### src/rtl/dm_pkg.sv
// dm_pkg: shared types and constants for the dm_responder data-memory block.
//   state_t        : responder FSM states (IDLE, WAIT, RESP)
//   BYTES_PER_WORD : bytes moved per word access
//   WAIT_W         : width of the wait-state counter (covers 0..15)
package dm_pkg;

  typedef enum logic [1:0] {
    IDLE = 2'd0,
    WAIT = 2'd1,
    RESP = 2'd2
  } state_t;

  localparam int BYTES_PER_WORD = 4;
  localparam int WAIT_W         = 4;

endpackage

### src/rtl/dm_byte_ram.sv
// dm_byte_ram: 2**ADDR_W x 8 byte array with one word-wide port.
//   clk       in  : rising-edge clock
//   rst_n     in  : async active-low reset (clears the read register only)
//   we        in  : write the addressed word, big-endian
//   re        in  : capture the addressed word into rdata
//   clr       in  : load rdata with zero (write / error responses)
//   word_addr in  : word index (byte address without the two LSBs)
//   wdata     in  : write data, wdata[31:24] lands at the lowest byte address
//   rdata     out : registered read data, holds until the next re/clr
module dm_byte_ram
  import dm_pkg::*;
#(
  parameter int ADDR_W = 8
) (
  input  logic              clk,
  input  logic              rst_n,
  input  logic              we,
  input  logic              re,
  input  logic              clr,
  input  logic [ADDR_W-3:0] word_addr,
  input  logic [31:0]       wdata,
  output logic [31:0]       rdata
);

  localparam int DEPTH = 2**ADDR_W;

  logic [7:0] mem [DEPTH];

  // Storage write port; contents are deliberately not reset.
  always_ff @(posedge clk) begin
    if (we) begin
      for (int b = 0; b < BYTES_PER_WORD; b++) begin
        mem[{word_addr, b[1:0]}] <= wdata[31-8*b -: 8];
      end
    end
  end

  // Read register doubles as the response data register, so it holds between accesses.
  always_ff @(posedge clk or negedge rst_n) begin
    if (!rst_n) begin
      rdata <= 32'h0000_0000;
    end else if (re) begin
      rdata <= {mem[{word_addr, 2'd0}], mem[{word_addr, 2'd1}],
                mem[{word_addr, 2'd2}], mem[{word_addr, 2'd3}]};
    end else if (clr) begin
      rdata <= 32'h0000_0000;
    end else begin
      rdata <= rdata;
    end
  end

endmodule

### src/rtl/dm_responder.sv
// dm_responder: valid/ready data-memory responder with WAIT_CYCLES wait states.
//   clk, rst_n            : clock, async active-low reset
//   req_valid/req_ready   : request handshake (one outstanding request)
//   req_write             : 1 = word write, 0 = word read
//   req_addr, req_wdata   : byte address, write data
//   rsp_valid             : one-cycle response strobe
//   rsp_rdata, rsp_err    : response payload, held until the next response
module dm_responder
  import dm_pkg::*;
#(
  parameter int ADDR_W      = 8,
  parameter int WAIT_CYCLES = 2
) (
  input  logic        clk,
  input  logic        rst_n,
  input  logic        req_valid,
  output logic        req_ready,
  input  logic        req_write,
  input  logic [31:0] req_addr,
  input  logic [31:0] req_wdata,
  output logic        rsp_valid,
  output logic [31:0] rsp_rdata,
  output logic        rsp_err
);

  // Misaligned or any bit above the decoded range is an error.
  function automatic logic addr_err(input logic [31:0] a);
    return (a[1:0] != 2'b00) || (|a[31:ADDR_W]);
  endfunction

  state_t            state, state_nxt;
  logic [WAIT_W-1:0] cnt;
  logic              lat_write, lat_err;
  logic [ADDR_W-3:0] lat_word;
  logic [31:0]       lat_wdata;

  logic              accept, exec;
  logic              op_write, op_err;
  logic [ADDR_W-3:0] op_word;
  logic [31:0]       op_wdata;

  assign accept = req_valid && req_ready;

  // Access operands: with zero wait states the access runs at the acceptance
  // edge, so the live request is used while in IDLE.
  always_comb begin
    if (state == IDLE) begin
      op_write = req_write;
      op_err   = addr_err(req_addr);
      op_word  = req_addr[ADDR_W-1:2];
      op_wdata = req_wdata;
    end else begin
      op_write = lat_write;
      op_err   = lat_err;
      op_word  = lat_word;
      op_wdata = lat_wdata;
    end
  end

  // Next state and the "access executes at this edge" strobe.
  always_comb begin
    state_nxt = state;
    exec      = 1'b0;
    case (state)
      IDLE: begin
        if (accept) begin
          exec      = (WAIT_CYCLES == 0);
          state_nxt = (WAIT_CYCLES == 0) ? RESP : WAIT;
        end else begin
          state_nxt = IDLE;
        end
      end
      WAIT: begin
        if (cnt == WAIT_W'(1)) begin
          exec      = 1'b1;
          state_nxt = RESP;
        end else begin
          state_nxt = WAIT;
        end
      end
      RESP:    state_nxt = IDLE;
      default: state_nxt = IDLE;
    endcase
  end

  // State, handshake outputs and response flag; outputs are decoded from the next state.
  always_ff @(posedge clk or negedge rst_n) begin
    if (!rst_n) begin
      state     <= IDLE;
      req_ready <= 1'b1;
      rsp_valid <= 1'b0;
      rsp_err   <= 1'b0;
    end else begin
      state     <= state_nxt;
      req_ready <= (state_nxt == IDLE);
      rsp_valid <= (state_nxt == RESP);
      rsp_err   <= exec ? op_err : rsp_err;
    end
  end

  // Request latch and wait-state counter.
  always_ff @(posedge clk or negedge rst_n) begin
    if (!rst_n) begin
      cnt       <= {WAIT_W{1'b0}};
      lat_write <= 1'b0;
      lat_err   <= 1'b0;
      lat_word  <= {(ADDR_W-2){1'b0}};
      lat_wdata <= 32'h0000_0000;
    end else if (accept) begin
      cnt       <= WAIT_W'(WAIT_CYCLES);
      lat_write <= req_write;
      lat_err   <= addr_err(req_addr);
      lat_word  <= req_addr[ADDR_W-1:2];
      lat_wdata <= req_wdata;
    end else if (state == WAIT) begin
      cnt       <= cnt - WAIT_W'(1);
    end else begin
      cnt       <= cnt;
    end
  end

  // Writes and errors clear the read register so rsp_rdata reads 0 for them.
  dm_byte_ram #(.ADDR_W(ADDR_W)) u_ram (
    .clk       (clk),
    .rst_n     (rst_n),
    .we        (exec && op_write && !op_err),
    .re        (exec && !op_write && !op_err),
    .clr       (exec && (op_write || op_err)),
    .word_addr (op_word),
    .wdata     (op_wdata),
    .rdata     (rsp_rdata)
  );

endmodule

### config.mk
export PLATFORM = sky130hd
export DESIGN_NAME = dm_responder
export DESIGN_NICKNAME = d
export VERILOG_FILES = /design/src/rtl/dm_pkg.sv /design/src/rtl/dm_byte_ram.sv /design/src/rtl/dm_responder.sv
export SDC_FILE = /design/constraint.sdc
export NUM_CORES = 2
export LEC_CHECK = 0
export CAP_MARGIN = 20
export CORE_MARGIN = 5
export CORE_UTILIZATION = 40
export DETAILED_ROUTE_END_ITERATION = 10
export PLACE_DENSITY = 0.52
export SYNTH_ARGS = -nofsm -noshare
export SYNTH_HDL_FRONTEND = slang
export SYNTH_HIERARCHICAL = 1
export SYNTH_SLANG_ARGS = --single-unit
### constraint.sdc
create_clock -name clk -period 5.33 [get_ports clk]
set_clock_uncertainty 0.05 [all_clocks]
set_input_delay 0.533 -clock clk [delete_from_list [all_inputs] [get_ports clk]]
set_output_delay 0.533 -clock clk [all_outputs]
set_load 0.1 [all_outputs]
### Word level (Yosys, flattened, before mapping)

Memories as Yosys holds them, arrays and structs flattened.
Cells that the tools add are included.

| word-level totals | value |
|---|---|
| bits in registers | 81 |
| memory bits (writable) | 2048 |
| output and inout bits | 35 |
| memories | 1 |

| cells by class | value |
|---|---|
| $add $sub $neg | 1 |
| equal/unequal tests | 3 |
| mux-type cells | 15 |
| reductions and logical operators | 16 |

Memory list:

| name | words | bits a word | read ports | clocked after memory_dff | write ports | RTL line | text |
|---|---|---|---|---|---|---|---|
| u_ram.mem | 256 | 8 | 4 | 0 | 4 | dm_byte_ram.sv:27 | `logic [7:0] mem [DEPTH];` |

Operator list:

| cell | number |
|---|---|
| $mux W32 | 3 |
| $reduce_or A24 Y1 | 1 |
| $mux W4 | 2 |
| $mux W1 | 7 |
| $logic_and A1 B1 Y1 | 6 |
| $mux W6 | 1 |
| $reduce_bool A2 Y1 | 3 |
| $eq A4 B1 Y1 const B | 1 |
| $logic_not A2 Y1 | 2 |
| $pmux W2 S2 | 1 |
| $sub A4 B1 Y4 const B | 1 |
| $eq A2 B1 Y1 const B | 1 |
| $eq A2 B2 Y1 const B | 1 |
| $logic_not A1 Y1 | 2 |
| $logic_or A1 B1 Y1 | 2 |
| $mux W2 | 1 |

### Depth between registers and ports, before layout

| logic depth | value |
|---|---|
| word-level depth | 7 |
| gate-level depth with buffers | 14 |
| gate-level depth less buffers | 9 |

### Cells and area by module

The synthesis kept the hierarchy.

By module, submodules not included:

| module | instances | cells each | area each (um^2) |
|---|---|---|---|
| dm_byte_ram | 1 | 4511 | 79331.1 |
| dm_responder | 1 | 257 | 2422.3 |

### Worst setup path after synthesis

Ideal clock, no wire load.

| timing path | value |
|---|---|
| kind | flip-flop to flip-flop |
| from | register state[1] |
| to | memory u_ram.mem[40][0] (netlist: u_ram/mem[10][0]) (enable) |
| arrival time | 3.760 ns |
| slack | 1.099 ns |
| cell stages (with the launch flop) | 12 |
| buffers on the path | 6 |
| cell sequence | dfrtp_1 > nor2_1 > buf_2 > mux2_2 > buf_6 > buf_6 > buf_4 > buf_2 > buf_2 > nor2b_1 > nand2_1 > nor2_1 |

RTL lines:

| what | RTL line | text |
|---|---|---|
| start, declared | dm_responder.sv:31 | `state_t state, state_nxt;` |
| start signal, assigned | dm_responder.sv:94 | `state <= state_nxt;` |
| end, declared | dm_byte_ram.sv:27 |  |

### Final worst setup path

| timing path | value |
|---|---|
| from | register state[1] |
| to | register u_ram.rdata[17] |

| on the way | value |
|---|---|
| elaborated cells on any way between the ends | 15 |
| those cells by class | eq/ne (1); mux (5); reduce/logical (8); memory (1) |

RTL lines:

| what | RTL line | text |
|---|---|---|
| $logic_not A2 Y1 | dm_responder.sv:47 | `if (state == IDLE) begin` |
| $mux W6 | dm_responder.sv:47 |  |
| via op_word[0] | dm_responder.sv:39 | `logic [ADDR_W-3:0] op_word;` |
| $mem_v2 Z256 W8 | n/a |  |
| $mux W32 | dm_byte_ram.sv:42 | `end else if (re) begin` |
| end signal, assigned | dm_byte_ram.sv:43 | `rdata <= {mem[{word_addr, 2'd0}], mem[{word_addr, 2'd1}],` |
| end signal, assigned | dm_byte_ram.sv:48 | `rdata <= rdata;` |
| end, declared | dm_byte_ram.sv:22 | `output logic [31:0] rdata` |

The timed path passes the listed nets, and every way through them passes these cells.
A chain may end at the register's enable or synchronous reset.

==> run summary <==
Dominant cell type by area after synthesis: edfxtp_1
Area of the multi-input gates: 17,100 um2
Delay-heaviest family, CP: compound AO/OA/AOI/OAI gates
Post-synthesis sequential area ratio: 77.7%
Worst Path Required: 6.01 ns
Pwr Total: 57,100 uW
TritonCTS clock tree: built
Sink Count: 2,129
Synth Area in Adders: 0.0306%
Crit. End Element: flip-flop
Highest Clock Rate: 0.224 GHz
Synth Warn #: 6
Clock latency on the worst-skew pair: 0.85 ns
Layout cell share with drive strength beyond 1: 16.4%
Worst setup SP type: flip-flop
Endpoints failing setup: 0
Post-synth ARST share: 3.80%
Vias in the first global route: 47,264
Core area: 204,000 um2
Compound-Gate Fraction of Synth Area: 11.7%
Buffers & Inverters on Critical Path: 2
Syn Nets: 4,838
Least-Margin Pin Slew: 1.18 ns
Initial DRT Pass Iterations: 6
Initial Util: 40.1%
Worst Path Max Fanout: 41
Register area: 63,500 um2
Pre-CTS WS: 0.900 ns
Unrepaired setup endpoints after global routing: false
Final Util: 46.4%
Largest family of logic cells by synthesized area: compound AO/OA/AOI/OAI gates
Drt drc: 0
Placer Congestion: 0.876
Simple-gate share of the synthesized area: 3.42%
Worst min path class: in -> reg
Total grt overflow: 0
Top cell type's share of synthesized area: 75.2%
Synth area leaders: edfxtp_1, a22oi_1, a221oi_1
Critical path, cell by cell: nor2_4 -> mux2_8 -> buf_4 -> nand2b_2 -> buf_4 -> o22ai_1 -> a221oi_1 -> o2111a_1 -> a31oi_1
Multiplexer share of the synthesized area: 4.85%
Area of placed instances: 87,700 um2
Initial antenna violation count: 13
MaxCap Viol Count: 0
Worst stage delay on the critical path: 0.74 ns
Crit-path most repeated cell: buf_4
Clock transition at path regs: 0.06 ns
Stages on the worst setup path: 9
Ports: 103
Die X: 462 um
Final min period: 4.46 ns
CTS root buf: clkbuf_16
Final nets: 5,069
Final std cell area, no fill: 94,500 um2
Drt first-iter violations: 6,183
Detail Route Antenna Nets: 0
Setup bufs post-CTS: 0
Largest net degree at the start of global routing: 79
Leakage: 0.0297 uW
Arrival time at the worst endpoint: 5.14 ns
DR vias/cell: 6.25
Cell count after synthesis: 4,768
H-Tree Level Count: 4
Top_reg_cell synth: edfxtp_1
Worst VDD drop: 489 uV
Die area: 214,000 um2
Num rows: 166
Vias: 49,194
PD cells: 604 nW/um2
Fin. Hold Viols: 0
First-pass GRT wire length: 385 mm
Port Buf Inserts: 102
Total CTS buffers: 215
Slew Limit Fails: 0
Routed length per instance: 35.6 um
Avg Cell Area, Syn: 17.1 um2
Synth Cell Area: 81,800 um2
Worst setup margin: 0.867 ns
Hold path depth: 3
Most frequent cells in the layout: edfxtp_1, a22oi_1, a221oi_1, buf_4, nand2_1
Netlist cell types: 74
Area growth syn-to-layout: 15.6%
Synthesis-stage register bit count: 2,129
Most common cell after layout, fill and taps aside: edfxtp_1
Routed wire length: 280 mm
Post-cts sizing count: 0
Post-synth EDFFs: 2,048
Max-slew headroom: 21.3%
Setup_tns: 0 ns
Worst R2R Path Depth: 9
Critical setup path kind: reg -> reg
Fill cells: 17,473
Tot GR Track Use: 25.7%
Xor/xnor share of the synthesized area: 0.0214%
Clock Path Buffers: 3
Final HPWL DP: 165 mm
Part of the cycle the worst path needs: 83.7%
CP max-delay cell: a221oi_1
DIE HEIGHT: 462 um
Status: completed
## synthesized netlist by cell type, types with 14 or more instances
cell / instances
a21oi_1: 116
a221oi_1: 309
a22o_1: 34
a22oi_1: 395
a31oi_1: 33
and3_1: 17
buf_1: 24
buf_2: 156
buf_4: 24
buf_6: 19
clkbuf_1: 144
dfrtp_1: 80
edfxtp_1: 2048
mux2_2: 136
mux2i_1: 159
mux4_2: 36
nand2_1: 220
nand3_1: 16
nor2_1: 232
nor3_1: 52
nor4_1: 25
o21ai_0: 111
o221ai_1: 21
o22a_1: 15
o22ai_1: 164
o31ai_1: 14
## power by group
part | switching (uW) | leakage, uW | internal [uW] | total, uW
registers | 256 | 0.0195 | 21500 | 21700
logic | 15200 | 0.00688 | 5490 | 20600
clock network | 6440 | 0.00331 | 8280 | 14700
## worst register-to-register path, delay by kind of cell (launching register included)
| family | cells | cell delay (ns) |
|---|---|---|
| compound gates | 4 | 1.29 |
| buf+inv | 2 | 1.05 |
| simple gates | 2 | 0.92 |
| mux | 1 | 0.58 |
| flops | 1 | 0.47 |
## state kept, by name (all words and copies together), names as in the netlist
name / cells
state: 2
u_ram/mem: 2048
rsp_err: 1
lat_word: 6
lat_err: 1
req_ready: 1
cnt: 4
rsp_valid: 1
u_ram/rdata: 32
lat_write: 1
lat_wdata: 32
## stage by stage
stage               hold slack, ns  std cells
CTS                          0.121       7865
global placement             0.404       7469
finish                       0.184       7871
floorplan                    0.187       4768
global route                 0.142       7866
detailed placement           0.409       7469
## metal layers
| metal | wire length (um) | vias to the layer above | share of wire [%] | GRT usage [%] |
|---|---|---|---|---|
| met5 | 33 | - | 0.012 | 0 |
| met4 | 10100 | 4 | 3.6 | 8.73 |
| met3 | 26500 | 488 | 9.4 | 5.77 |
| met2 | 131000 | 2694 | 47 | 40.8 |
| met1 | 113000 | 25863 | 40 | 35.3 |
| li1 | - | 20145 | - | - |
## timing repair
action / in CTS / in global routing
hold buffers: 1 / 0
endpoints found under the setup margin: 0 / 0
endpoints found under the hold margin: 36 / 0
## logic make-up (layout without fill, tap and decap cells)
family,count (synthesis),after routing
fa+ha+maj,2,2
other cells,0,6
flops,2129,2129
xor+xnor,2,2
compound gates,1304,1304
simple gates,625,625
mux,333,333
buf+inv,373,782
## path summary, 6_finish.rpt
check | to | startpoint | slack (ns)
max in group asynchronous | lat_word[4] | rst_n | 3.79
setup reg to reg | u_ram/rdata[17] | state[1] | 0.87
hold reg to reg | lat_word[5] | lat_word[5] | 0.42
setup / recovery | u_ram/rdata[17] | state[1] | 0.87
hold / removal | lat_write | req_write | 0.18
min in group asynchronous | lat_wdata[5] | rst_n | 0.25
## final cells by class
type	count	share of cell area, %
flip-flops and latches	2129	67.2
multi-input cells	2266	18.0
repair buffers	381	3.97
well taps	2688	3.56
clock inverters	122	1.14
diodes	6	0.0159
clock buffers	273	6.04
inverters	6	0.0331
Power figures use the tool's default switching activity.
